`src/rtl/calc_cmd_sequencer_if.sv`:
```
// Command stream and calculator button bus shared by calc_cmd_sequencer and its environment.
interface calc_cmd_sequencer_if;
  localparam int unsigned NUM_W = 8;
  localparam int unsigned OP_W  = 2;

  logic [NUM_W-1:0] CmdNum;
  logic [OP_W-1:0]  CmdOp;
  logic             CmdValid;
  logic             CmdReady;
  logic [NUM_W-1:0] NumIn;
  logic [OP_W-1:0]  OpIn;
  logic             Enter;
  logic [NUM_W-1:0] NumOut;
  logic [NUM_W-1:0] Result;
  logic             ResultValid;
  logic             Busy;

  // Environment side: offers commands, drives the calculator accumulator back.
  modport master (
    output CmdNum, CmdOp, CmdValid, NumOut,
    input  CmdReady, NumIn, OpIn, Enter, Result, ResultValid, Busy
  );

  // Sequencer side.
  modport slave (
    input  CmdNum, CmdOp, CmdValid, NumOut,
    output CmdReady, NumIn, OpIn, Enter, Result, ResultValid, Busy
  );
endinterface

```
`src/rtl/calc_cmd_sequencer.sv`:
```
// Buffers calculator commands and replays each as a setup / Enter press / release
// sequence, returning the calculator's NumOut as a one-cycle result strobe.
module calc_cmd_sequencer #(
  parameter int unsigned FIFO_DEPTH  = 4,
  parameter int unsigned HOLD_CYCLES = 2,
  parameter int unsigned GAP_CYCLES  = 2
) (
  input  logic                 clock,
  input  logic                 Reset,
  calc_cmd_sequencer_if.slave  bus
);
  localparam int unsigned NUM_W    = 8;
  localparam int unsigned OP_W     = 2;
  localparam int unsigned PTR_W    = $clog2(FIFO_DEPTH);
  localparam int unsigned CNT_W    = PTR_W + 1;
  localparam int unsigned MAX_WAIT = (HOLD_CYCLES > GAP_CYCLES) ? HOLD_CYCLES : GAP_CYCLES;
  localparam int unsigned TMR_W    = (MAX_WAIT > 1) ? $clog2(MAX_WAIT) : 1;

  typedef struct packed {
    logic [OP_W-1:0]  op;
    logic [NUM_W-1:0] num;
  } cmd_t;

  typedef enum logic [1:0] {
    IDLE    = 2'd0,
    SETUP   = 2'd1,
    PRESS   = 2'd2,
    RELEASE = 2'd3
  } state_t;

  cmd_t             mem [FIFO_DEPTH];
  logic [PTR_W-1:0] wr_ptr;
  logic [PTR_W-1:0] rd_ptr;
  logic [CNT_W-1:0] count;
  logic [CNT_W-1:0] count_next;
  logic             full;
  logic             empty;
  logic             push;
  logic             pop;
  cmd_t             head;
  state_t           state;
  logic [TMR_W-1:0] timer;

  assign full         = (count == CNT_W'(FIFO_DEPTH));
  assign empty        = (count == '0);
  assign bus.CmdReady = !full;
  assign push         = bus.CmdValid && !full;
  // The result-strobe cycle is spent idle so consecutive commands are 3+HOLD+GAP apart.
  assign pop          = (state == IDLE) && !empty && !bus.ResultValid;
  assign head         = mem[rd_ptr];

  // Occupancy after this cycle's push/pop.
  always_comb begin
    count_next = count;
    case ({push, pop})
      2'b10:   count_next = count + CNT_W'(1);
      2'b01:   count_next = count - CNT_W'(1);
      default: count_next = count;
    endcase
  end

  // FIFO storage write port.
  always_ff @(posedge clock) begin
    if (push) begin
      mem[wr_ptr] <= cmd_t'{op: bus.CmdOp, num: bus.CmdNum};
    end
  end

  // FIFO pointers and occupancy; reset empties the queue.
  always_ff @(posedge clock) begin
    if (Reset) begin
      wr_ptr <= '0;
      rd_ptr <= '0;
      count  <= '0;
    end else begin
      if (push) begin
        wr_ptr <= wr_ptr + PTR_W'(1);
      end
      if (pop) begin
        rd_ptr <= rd_ptr + PTR_W'(1);
      end
      count <= count_next;
    end
  end

  // Button sequencing FSM with registered calculator-side outputs.
  always_ff @(posedge clock) begin
    if (Reset) begin
      state           <= IDLE;
      timer           <= '0;
      bus.NumIn       <= '0;
      bus.OpIn        <= '0;
      bus.Enter       <= 1'b0;
      bus.Result      <= '0;
      bus.ResultValid <= 1'b0;
      bus.Busy        <= 1'b0;
    end else begin
      bus.ResultValid <= 1'b0;
      case (state)
        IDLE: begin
          bus.Enter <= 1'b0;
          if (pop) begin
            bus.NumIn <= head.num;
            bus.OpIn  <= head.op;
            bus.Busy  <= 1'b1;
            state     <= SETUP;
          end else begin
            bus.Busy <= (count_next != '0);
          end
        end
        SETUP: begin
          bus.Enter <= 1'b1;
          bus.Busy  <= 1'b1;
          timer     <= TMR_W'(HOLD_CYCLES - 1);
          state     <= PRESS;
        end
        PRESS: begin
          if (timer == '0) begin
            bus.Enter <= 1'b0;
            timer     <= TMR_W'(GAP_CYCLES - 1);
            state     <= RELEASE;
          end else begin
            timer <= timer - TMR_W'(1);
          end
        end
        RELEASE: begin
          if (timer == '0) begin
            bus.Result      <= bus.NumOut;
            bus.ResultValid <= 1'b1;
            bus.Busy        <= (count_next != '0);
            state           <= IDLE;
          end else begin
            timer <= timer - TMR_W'(1);
          end
        end
        default: begin
          bus.Enter <= 1'b0;
          state     <= IDLE;
        end
      endcase
    end
  end
endmodule

```
`src/flat_wrapper.sv`:
```
// flat-port wrapper written by rule: the top's interface ports become plain ports
module calc_cmd_sequencer_flat 
#(
  parameter int unsigned FIFO_DEPTH  = 4,
  parameter int unsigned HOLD_CYCLES = 2,
  parameter int unsigned GAP_CYCLES  = 2
)
  (clock, Reset, bus_CmdNum, bus_CmdOp, bus_CmdValid, bus_NumOut, bus_CmdReady, bus_NumIn, bus_OpIn, bus_Enter, bus_Result, bus_ResultValid, bus_Busy);
  calc_cmd_sequencer_if bus_i ();
  input  logic clock;
  input  logic Reset;
  input wire logic [$bits(bus_i.CmdNum)-1:0] bus_CmdNum;
  input wire logic [$bits(bus_i.CmdOp)-1:0] bus_CmdOp;
  input wire logic [$bits(bus_i.CmdValid)-1:0] bus_CmdValid;
  input wire logic [$bits(bus_i.NumOut)-1:0] bus_NumOut;
  output wire logic [$bits(bus_i.CmdReady)-1:0] bus_CmdReady;
  output wire logic [$bits(bus_i.NumIn)-1:0] bus_NumIn;
  output wire logic [$bits(bus_i.OpIn)-1:0] bus_OpIn;
  output wire logic [$bits(bus_i.Enter)-1:0] bus_Enter;
  output wire logic [$bits(bus_i.Result)-1:0] bus_Result;
  output wire logic [$bits(bus_i.ResultValid)-1:0] bus_ResultValid;
  output wire logic [$bits(bus_i.Busy)-1:0] bus_Busy;
  assign bus_i.CmdNum = bus_CmdNum;
  assign bus_i.CmdOp = bus_CmdOp;
  assign bus_i.CmdValid = bus_CmdValid;
  assign bus_i.NumOut = bus_NumOut;
  assign bus_CmdReady = bus_i.CmdReady;
  assign bus_NumIn = bus_i.NumIn;
  assign bus_OpIn = bus_i.OpIn;
  assign bus_Enter = bus_i.Enter;
  assign bus_Result = bus_i.Result;
  assign bus_ResultValid = bus_i.ResultValid;
  assign bus_Busy = bus_i.Busy;
  calc_cmd_sequencer #(.FIFO_DEPTH(FIFO_DEPTH), .HOLD_CYCLES(HOLD_CYCLES), .GAP_CYCLES(GAP_CYCLES)) u_core (.clock(clock), .Reset(Reset), .bus(bus_i));
endmodule
```
`config.mk`:
```
export PLATFORM = sky130hd
export DESIGN_NAME = calc_cmd_sequencer_flat
export DESIGN_NICKNAME = d
export VERILOG_FILES = /design/src/rtl/calc_cmd_sequencer_if.sv /design/src/rtl/calc_cmd_sequencer.sv /design/src/flat_wrapper.sv
export SDC_FILE = /design/constraint.sdc
export NUM_CORES = 1
export LEC_CHECK = 0
export CORE_ASPECT_RATIO = 0.6
export CORE_MARGIN = 2
export CORE_UTILIZATION = 45
export DETAILED_ROUTE_END_ITERATION = 8
export DONT_BUFFER_PORTS = 1
export GPL_TIMING_DRIVEN = 0
export PLACE_DENSITY = 0.68
export SLEW_MARGIN = 20
export SYNTH_ARGS = -nofsm -noshare
export SYNTH_HDL_FRONTEND = slang
export SYNTH_SLANG_ARGS = --single-unit
export TNS_END_PERCENT = 20
```
`constraint.sdc`:
```
create_clock -name clock -period 2.6 [get_ports clock]
set_input_delay 0.13 -clock clock [delete_from_list [all_inputs] [get_ports clock]]
set_output_delay 0.13 -clock clock [all_outputs]
set_load 0.005 [all_outputs]
```
; Word level (Yosys, flattened, before mapping)
; Memories as Yosys holds them, arrays and structs flattened. A register that Yosys moved wholly into a read port is not among the register bits.
; Cells that the tools add are included.
[totals]
ram_bits = 40
word_cells = 60
memories = 1
regBits = 21
in_bits = 21
out_inout_bits = 22
[classes]
addsub = 5
n_bitwise = 2
n_eq_ne = 9
mux = 16
n_reduce_logical = 18
[memory_table]
columns = memory, words, width, rd, rd_ports_with_merged_regs, wr, line
row1 = u_core.mem, 4, 10, 1, 1, 1, calc_cmd_sequencer.sv:31  ; cmd_t mem [FIFO_DEPTH];
[op_table]
columns = cell, count
row1 = nonzero test 3 bit, 4
row2 = one-hot mux 1 bit (3 select lines), 3
row3 = two-way mux 1 bit, 8
row4 = one-hot mux 2 bit (4 select lines), 1
row5 = AND reduction 2 bit, 4
row6 = "== test 2 bit, second input constant", 3
row7 = two-way mux 2 bit, 3
row8 = one-hot mux 3 bit (2 select lines), 1
row9 = "adder 2 x 1 -> 2 bit, second input constant", 2
row10 = "== test 2 x 1 -> 1 bit, second input constant", 2
row11 = "!= test 2 bit, second input constant", 2
row12 = "adder 3 x 1 -> 3 bit, second input constant", 1
row13 = "== test 3 bit, second input constant", 1
row14 = logical AND 1 bit, 3
row15 = logical NOT 1 bit, 3
row16 = logical NOT 3 bit, 1
row17 = AND reduction 3 bit, 1
row18 = "subtractor 3 x 1 -> 3 bit, second input constant", 1
row19 = logical NOT 2 bit, 1
row20 = "!= test 2 x 1 -> 1 bit, second input constant", 1
row21 = inverter 1 bit, 2
row22 = OR reduction 2 bit, 1
row23 = "subtractor 1 bit, second input constant", 1

; Logic depth before layout (Yosys ltp)
[logic_depth]
word_depth = 9
depth_mapped = 12
mapped_depth_nobuf = 11

; Worst setup path after synthesis
; No wires, ideal clock.
[synth_path]
kind = flip-flop to flip-flop
startpoint = register u_core.state[0]
endpoint = register u_core.bus.Busy
path_slack_ns = 0.244
setup_ns = 0.091
t_arrival_ns = 2.265
period_less_slack_ns = 2.356
path_stages_with_launch = 13
path_buffers = 1
required_time_ns = 2.509
path_cell_list = dfxtp_1 > inv_1 > ha_1 > nand3b_2 > inv_2 > buf_6 > ha_1 > inv_1 > fa_1 > and3b_1 > a31oi_1 > nor3b_1 > a311oi_1
[synth_between]
elab_chain_len = 8
[synth_rtl]
columns = item, line
row1 = start: declaration, calc_cmd_sequencer.sv:41  ; state_t state;
row2 = start signal: assignment, calc_cmd_sequencer.sv:89  ; state <= IDLE;
row3 = start signal: assignment, calc_cmd_sequencer.sv:106  ; state <= SETUP;
row4 = start signal: assignment, calc_cmd_sequencer.sv:115  ; state <= PRESS;
row5 = logical NOT 2 bit *, calc_cmd_sequencer.sv:49  ; assign pop = (state == IDLE) && !empty && !bus.ResultValid;
row6 = logical AND 1 bit * (2 in series), calc_cmd_sequencer.sv:49
row7 = net u_core.pop, calc_cmd_sequencer.sv:39  ; logic pop;
row8 = == test 2 x 1 -> 1 bit or == test 2 bit (tied branches), calc_cmd_sequencer.sv:55  ; case ({push, pop})
row9 = one-hot mux 3 bit (2 select lines), calc_cmd_sequencer.sv:55
row10 = nonzero test 3 bit, "calc_cmd_sequencer.sv:108, calc_cmd_sequencer.sv:130"
row11 = "two-way mux 1 bit, on equally long branches", "calc_cmd_sequencer.sv:127, calc_cmd_sequencer.sv:102"
row12 = one-hot mux 1 bit (3 select lines) *, calc_cmd_sequencer.sv:99  ; case (state)
row13 = end signal: assignment, calc_cmd_sequencer.sv:108  ; bus.Busy <= (count_next != '0);
row14 = end signal: assignment, calc_cmd_sequencer.sv:130  ; bus.Busy <= (count_next != '0);
row15 = end: declaration, calc_cmd_sequencer_if.sv:27  ; output CmdReady, NumIn, OpIn, Enter, Result, ResultValid, Busy
; Mark *: on every way through the listed nets, which the timed path passes. The rest lies on a longest branch. The select of a mux whose other input is x is not followed.
; A chain may end at the register's enable or synchronous reset.

; Worst setup path after layout
[layout_path]
startpoint = register u_core.count[1]
endpoint = register u_core.bus.Busy
[layout_rtl]
columns = item, line
row1 = start: declaration, calc_cmd_sequencer.sv:34  ; logic [CNT_W-1:0] count;
row2 = start signal: assignment, calc_cmd_sequencer.sv:82  ; count <= count_next;
row3 = == test 3 bit *, calc_cmd_sequencer.sv:44  ; assign full = (count == CNT_W'(FIFO_DEPTH));
row4 = logical NOT 1 bit *, n/a
row5 = net bus_CmdReady, flat_wrapper.sv:16  ; output wire logic [$bits(bus_i.CmdReady)-1:0] bus_CmdReady;
row6 = logical AND 1 bit *, calc_cmd_sequencer.sv:47  ; assign push = bus.CmdValid && !full;
row7 = == test 2 x 1 -> 1 bit or == test 2 bit (tied branches), calc_cmd_sequencer.sv:55
row8 = one-hot mux 3 bit (2 select lines) *, calc_cmd_sequencer.sv:55
row9 = nonzero test 3 bit *, "calc_cmd_sequencer.sv:108, calc_cmd_sequencer.sv:130"
row10 = "two-way mux 1 bit, on equally long branches", "calc_cmd_sequencer.sv:127, calc_cmd_sequencer.sv:102"
row11 = one-hot mux 1 bit (3 select lines) *, calc_cmd_sequencer.sv:99
; Marked as above.

==> results.md <==
Die:
- After floorplanning, the core was divided into 22 placement rows.
- The total I/O pin count is 43.
- The die covers 0.00706 mm^2.
- From bottom edge to top edge, the die measures 65.9 um.
- The area inside the core boundary is 0.00614 mm^2.
- The effective utilization at floorplan is 46.8%.
- The x dimension of the die is 107 um.

Worst setup path:
- The category of the worst setup path launch point is a register.
- The family of cells with the greatest summed delay on the critical path is simple AND/OR/NAND/NOR gates.
- Data on the critical path arrives at its endpoint at 2.71 ns.
- The critical path goes through or3b_4 -> and2_4 -> clkinv_4 -> ha_2 -> inv_1 -> fa_1 -> and3b_1 -> a31oi_1 -> nor3b_1 -> a311oi_1.
- The cell with the biggest individual delay on the critical path is sky130_fd_sc_hd__fa_1.
- The path type of the worst setup path is reg2reg.
- The required time of the worst setup path is 2.84 ns.
- The delay contributed by the slowest stage of the critical path is 0.46 ns.
- The worst setup path is captured at a register.
- Together, buffers and inverters on the worst path number 2.
- The maximum fanout along the worst path is 6.

Synthesis:
- The mapped netlist covers 0.00287 mm^2.
- The number of synthesized flops with an enable pin is 40.
- The count of state elements after synthesis is 71.
- By area the synthesized netlist is led by sky130_fd_sc_hd__edfxtp_1 (42%), sky130_fd_sc_hd__dfxtp_1 (22%), sky130_fd_sc_hd__mux4_2 (7.8%).
- During synthesis, Yosys emitted a total of 0 warnings.
- Of all flip-flops after synthesis, the portion carrying an async set or reset was 0%.
- The average instance in the mapped netlist occupies 13.1 um^2.
- Counting every instance in the synthesized netlist gives 220.
- When the netlist entered floorplanning its net count stood at 253.
- The area fraction of the dominant cell type after synthesis is 41.8%.
- The number of different library cells in the post-synthesis netlist is 35.
- The biggest area contributor in the post-synthesis netlist is sky130_fd_sc_hd__edfxtp_1.
- After synthesis, flip-flops and latches occupy 63.4% of the total area.
- For this run, the leading register cell type out of synthesis is sky130_fd_sc_hd__edfxtp_1.

Status:
- The flow ran to the end, and the final reports show no timing, DRC or antenna violations.

Global route:
- The total overflow left after global routing is 0.
- The via count of the first global-routing pass came to 1771.
- In the global route stage, met1 resource usage came out at 22.8%.
- Global routing used 26.1% of the available met2 tracks.
- The largest net degree at the start of global routing is 12.
- The global routing stage identified its most utilized layer as met2.
- In the global route stage, overall resource usage came out at 17.4%.
- The routing usage on met3 is 7.78%.
- The wire length of the first global-routing pass is 8.97 mm.
- The number of antenna violations at the first check in global routing was 0.

Route:
- Dividing the detail-routed via count by the number of cells gives 5.18.
- Wires add up to 5.57 mm.
- The first detailed-routing pass ran for 4 iterations.
- The detailed router finished its first iteration with 123 violations.
- The average wire per standard cell is 16.4 um.
- The post-route DRC violation count is 0.
- The number of nets still failing antenna checks after routing is 0.
- Summing over every cut layer, the via total after detailed routing is 1761.

Power and ir drop:
- Net switching is 31.1% of the power.
- The analysis attributes to cell leakage a power of 0.00120 uW.
- The fraction of power consumed by sequential logic is 44.7%.
- For this design the total switching power over the nets is 1070 uW.
- VDD sags by at most 0.373 mV.
- The part of the power in combinational logic is 29.8%.
- The power per unit of standard cell area is 1010 mW/mm^2.
- The design draws 3450 uW.
- The clock network accounts for 25.5% of the total power.
- The internal power of the cells totals 2380 uW.

Timing:
- Headroom to the max-slew limit came out at 60.6%.
- The smallest hold slack is 0.102 ns.
- The final max-slew violation count is 0.
- Setup violations remaining at the end of the flow were counted as 0.
- The measured slew at the worst slew-check pin is 0.592 ns.
- The worst clock skew is 0.00710 ns.
- Dividing the final minimum period by the clock period gives 94.7%.
- Static timing analysis puts the maximum clock frequency at 0.406 GHz.
- Subtracting the final worst setup slack from the clock period gives 2.46 ns.
- The final count of hold timing violations is 0.
- The final-layout setup total negative slack is 0 ns.

Flow run:
- The max-capacitance violation count is 0.

Cells and area:
- The utilization after layout is 55.5%.
- The repair_antennas step left the layout with diodes totalling 0.
- From synthesis to final layout, the design area changed by 18.7%.
- Leaving out fill and tap cells, the most frequent cells in the layout are sky130_fd_sc_hd__edfxtp_1 (40), sky130_fd_sc_hd__nand2_1 (38), sky130_fd_sc_hd__dfxtp_1 (28).
- The most common library cell in the layout ignoring fill and taps is sky130_fd_sc_hd__edfxtp_1.
- In the final layout, the share of cells above drive strength 1 is 18.4%.
- The number of nets at the end of the flow is 284.

CTS:
- TritonCTS built the clock tree.
- The number of buffers created by CTS is 9.
- The number of H-tree branching levels is 3.
- The clock root buffer is sky130_fd_sc_hd__clkbuf_8.
- The clock reaches the later pin of the worst-skew pair after 0.33 ns.
- Clock-pin slew was measured on the worst setup and hold paths at 0.07 ns.
- The maximum count of clock buffers along a single path is 2.
- The total number of clock tree sinks is 71.

Hold path:
- The min-delay analysis places its worst path in the category in2reg.

Place:
- Detailed placement finished with a half-perimeter wire length of 3.74 mm.
- The number of buffer cells added on primary ports is 0.
- The placer's final routability congestion estimate is 0.770.
==> Yosys cell counts (all sizes together), types with 2 or more instances <==
master	count
a211o	2
a21oi	24
a311oi	2
and3	4
buf	4
clkbuf	5
dfxtp	31
edfxtp	40
ha	11
inv	9
mux4	10
nand2	39
nand2b	3
nor2	13
o21ai	4
xnor2	3
xor2	3
==> path summary, 6_finish.rpt <==
path,startpoint,to,slack [ns],cells after the start
worst max-delay path,u_core.count[1]$_SDFF_PP0_,u_core.bus.Busy$_SDFFE_PP0P_,0.14,10
worst max register to register,u_core.count[1]$_SDFF_PP0_,u_core.bus.Busy$_SDFFE_PP0P_,0.14,10
worst min register to register,u_core.bus.NumIn[5]$_SDFFE_PP0P_,u_core.bus.NumIn[5]$_SDFFE_PP0P_,0.47,2
worst min-delay path,bus_CmdValid,u_core.wr_ptr[1]$_SDFFE_PP0P_,0.10,3
==> metrics by stage <==
step                      setup slack (ns)  area [um^2]  std cells
after floorplan                      0.244         2870        220
after global placement             -0.0147         2980        304
after detailed placement           -0.0539         2980        304
after CTS                           0.0103         3380        339
after global routing              -0.00711         3410        340
final                                0.137         3410        340
==> timing repair <==
action                                  in CTS  in global routing
pin swaps                                    0                  2
setup buffers                                0                  2
endpoints found under the hold margin       49                  0
gates resized for setup                      3                 10
hold buffers                                19                  0
endpoints found under the setup margin       1                  1
==> area by class of cell <==
class | count | area (um^2)
plain buffers | 8 | 46.3
clock buffers | 13 | 160
clock inverters | 3 | 40.0
fillers | 498 | 2730
inverters | 10 | 45.0
multi-input cells | 130 | 980
flip-flops and latches | 71 | 1830
well taps | 84 | 105
repair buffers | 21 | 205
==> worst reg2reg max path, delay by kind of cell (launching register included) <==
family                   cells  cell delay (ns)
AND/OR/NAND/NOR              4             0.90
AO/OA/AOI/OAI                2             0.40
buffers and inverters        2             0.10
adder cells (fa/ha/maj)      2             0.63
flip-flops                   1             0.36
==> layer usage <==
layer  routed length [um]  part of all wire, %  vias up
met5                    0                    0        -
met4                   39                 0.70        0
met3                  440                  7.9        4
met2                 2440                   44       54
met1                 2650                   48      856
li1                     -                    -      847
==> cell families (layout without fill, tap and decap cells) <==
kind of cell,Yosys count,count (layout),synth area share [%]
AOI/OAI and AO/OA,33,33,6.45
xor gates and xnor gates,6,6,1.83
adders and majority gates,12,12,5.49
buffers and inverters,19,55,3.48
DFF,71,71,63.4
muxes,11,11,8.19
and+or+nand+nor,68,68,11.2
==> power by group through the flow <==
stage | combinational (uW) | sequential, uW | clock (uW)
3_3_place_gp | 931 | 1550 | 0
2_1_floorplan | 774 | 1510 | 0
6_report | 1030 | 1540 | 880
3_5_place_dp | 952 | 1560 | 0
5_1_grt | 1150 | 1570 | 953
4_1_cts | 1010 | 1540 | 898
==> sequential cells by signal, indices dropped and copies added, names as in the netlist <==
name and cells:
u_core.mem 40, u_core.bus.NumIn 8, u_core.bus.Result 8, u_core.count 3, u_core.bus.OpIn 2, u_core.rd_ptr 2, u_core.state 2, u_core.wr_ptr 2
u_core.bus.Busy 1, u_core.bus.Enter 1, u_core.bus.ResultValid 1, u_core.timer 1
(Power assumes the default switching activity.)
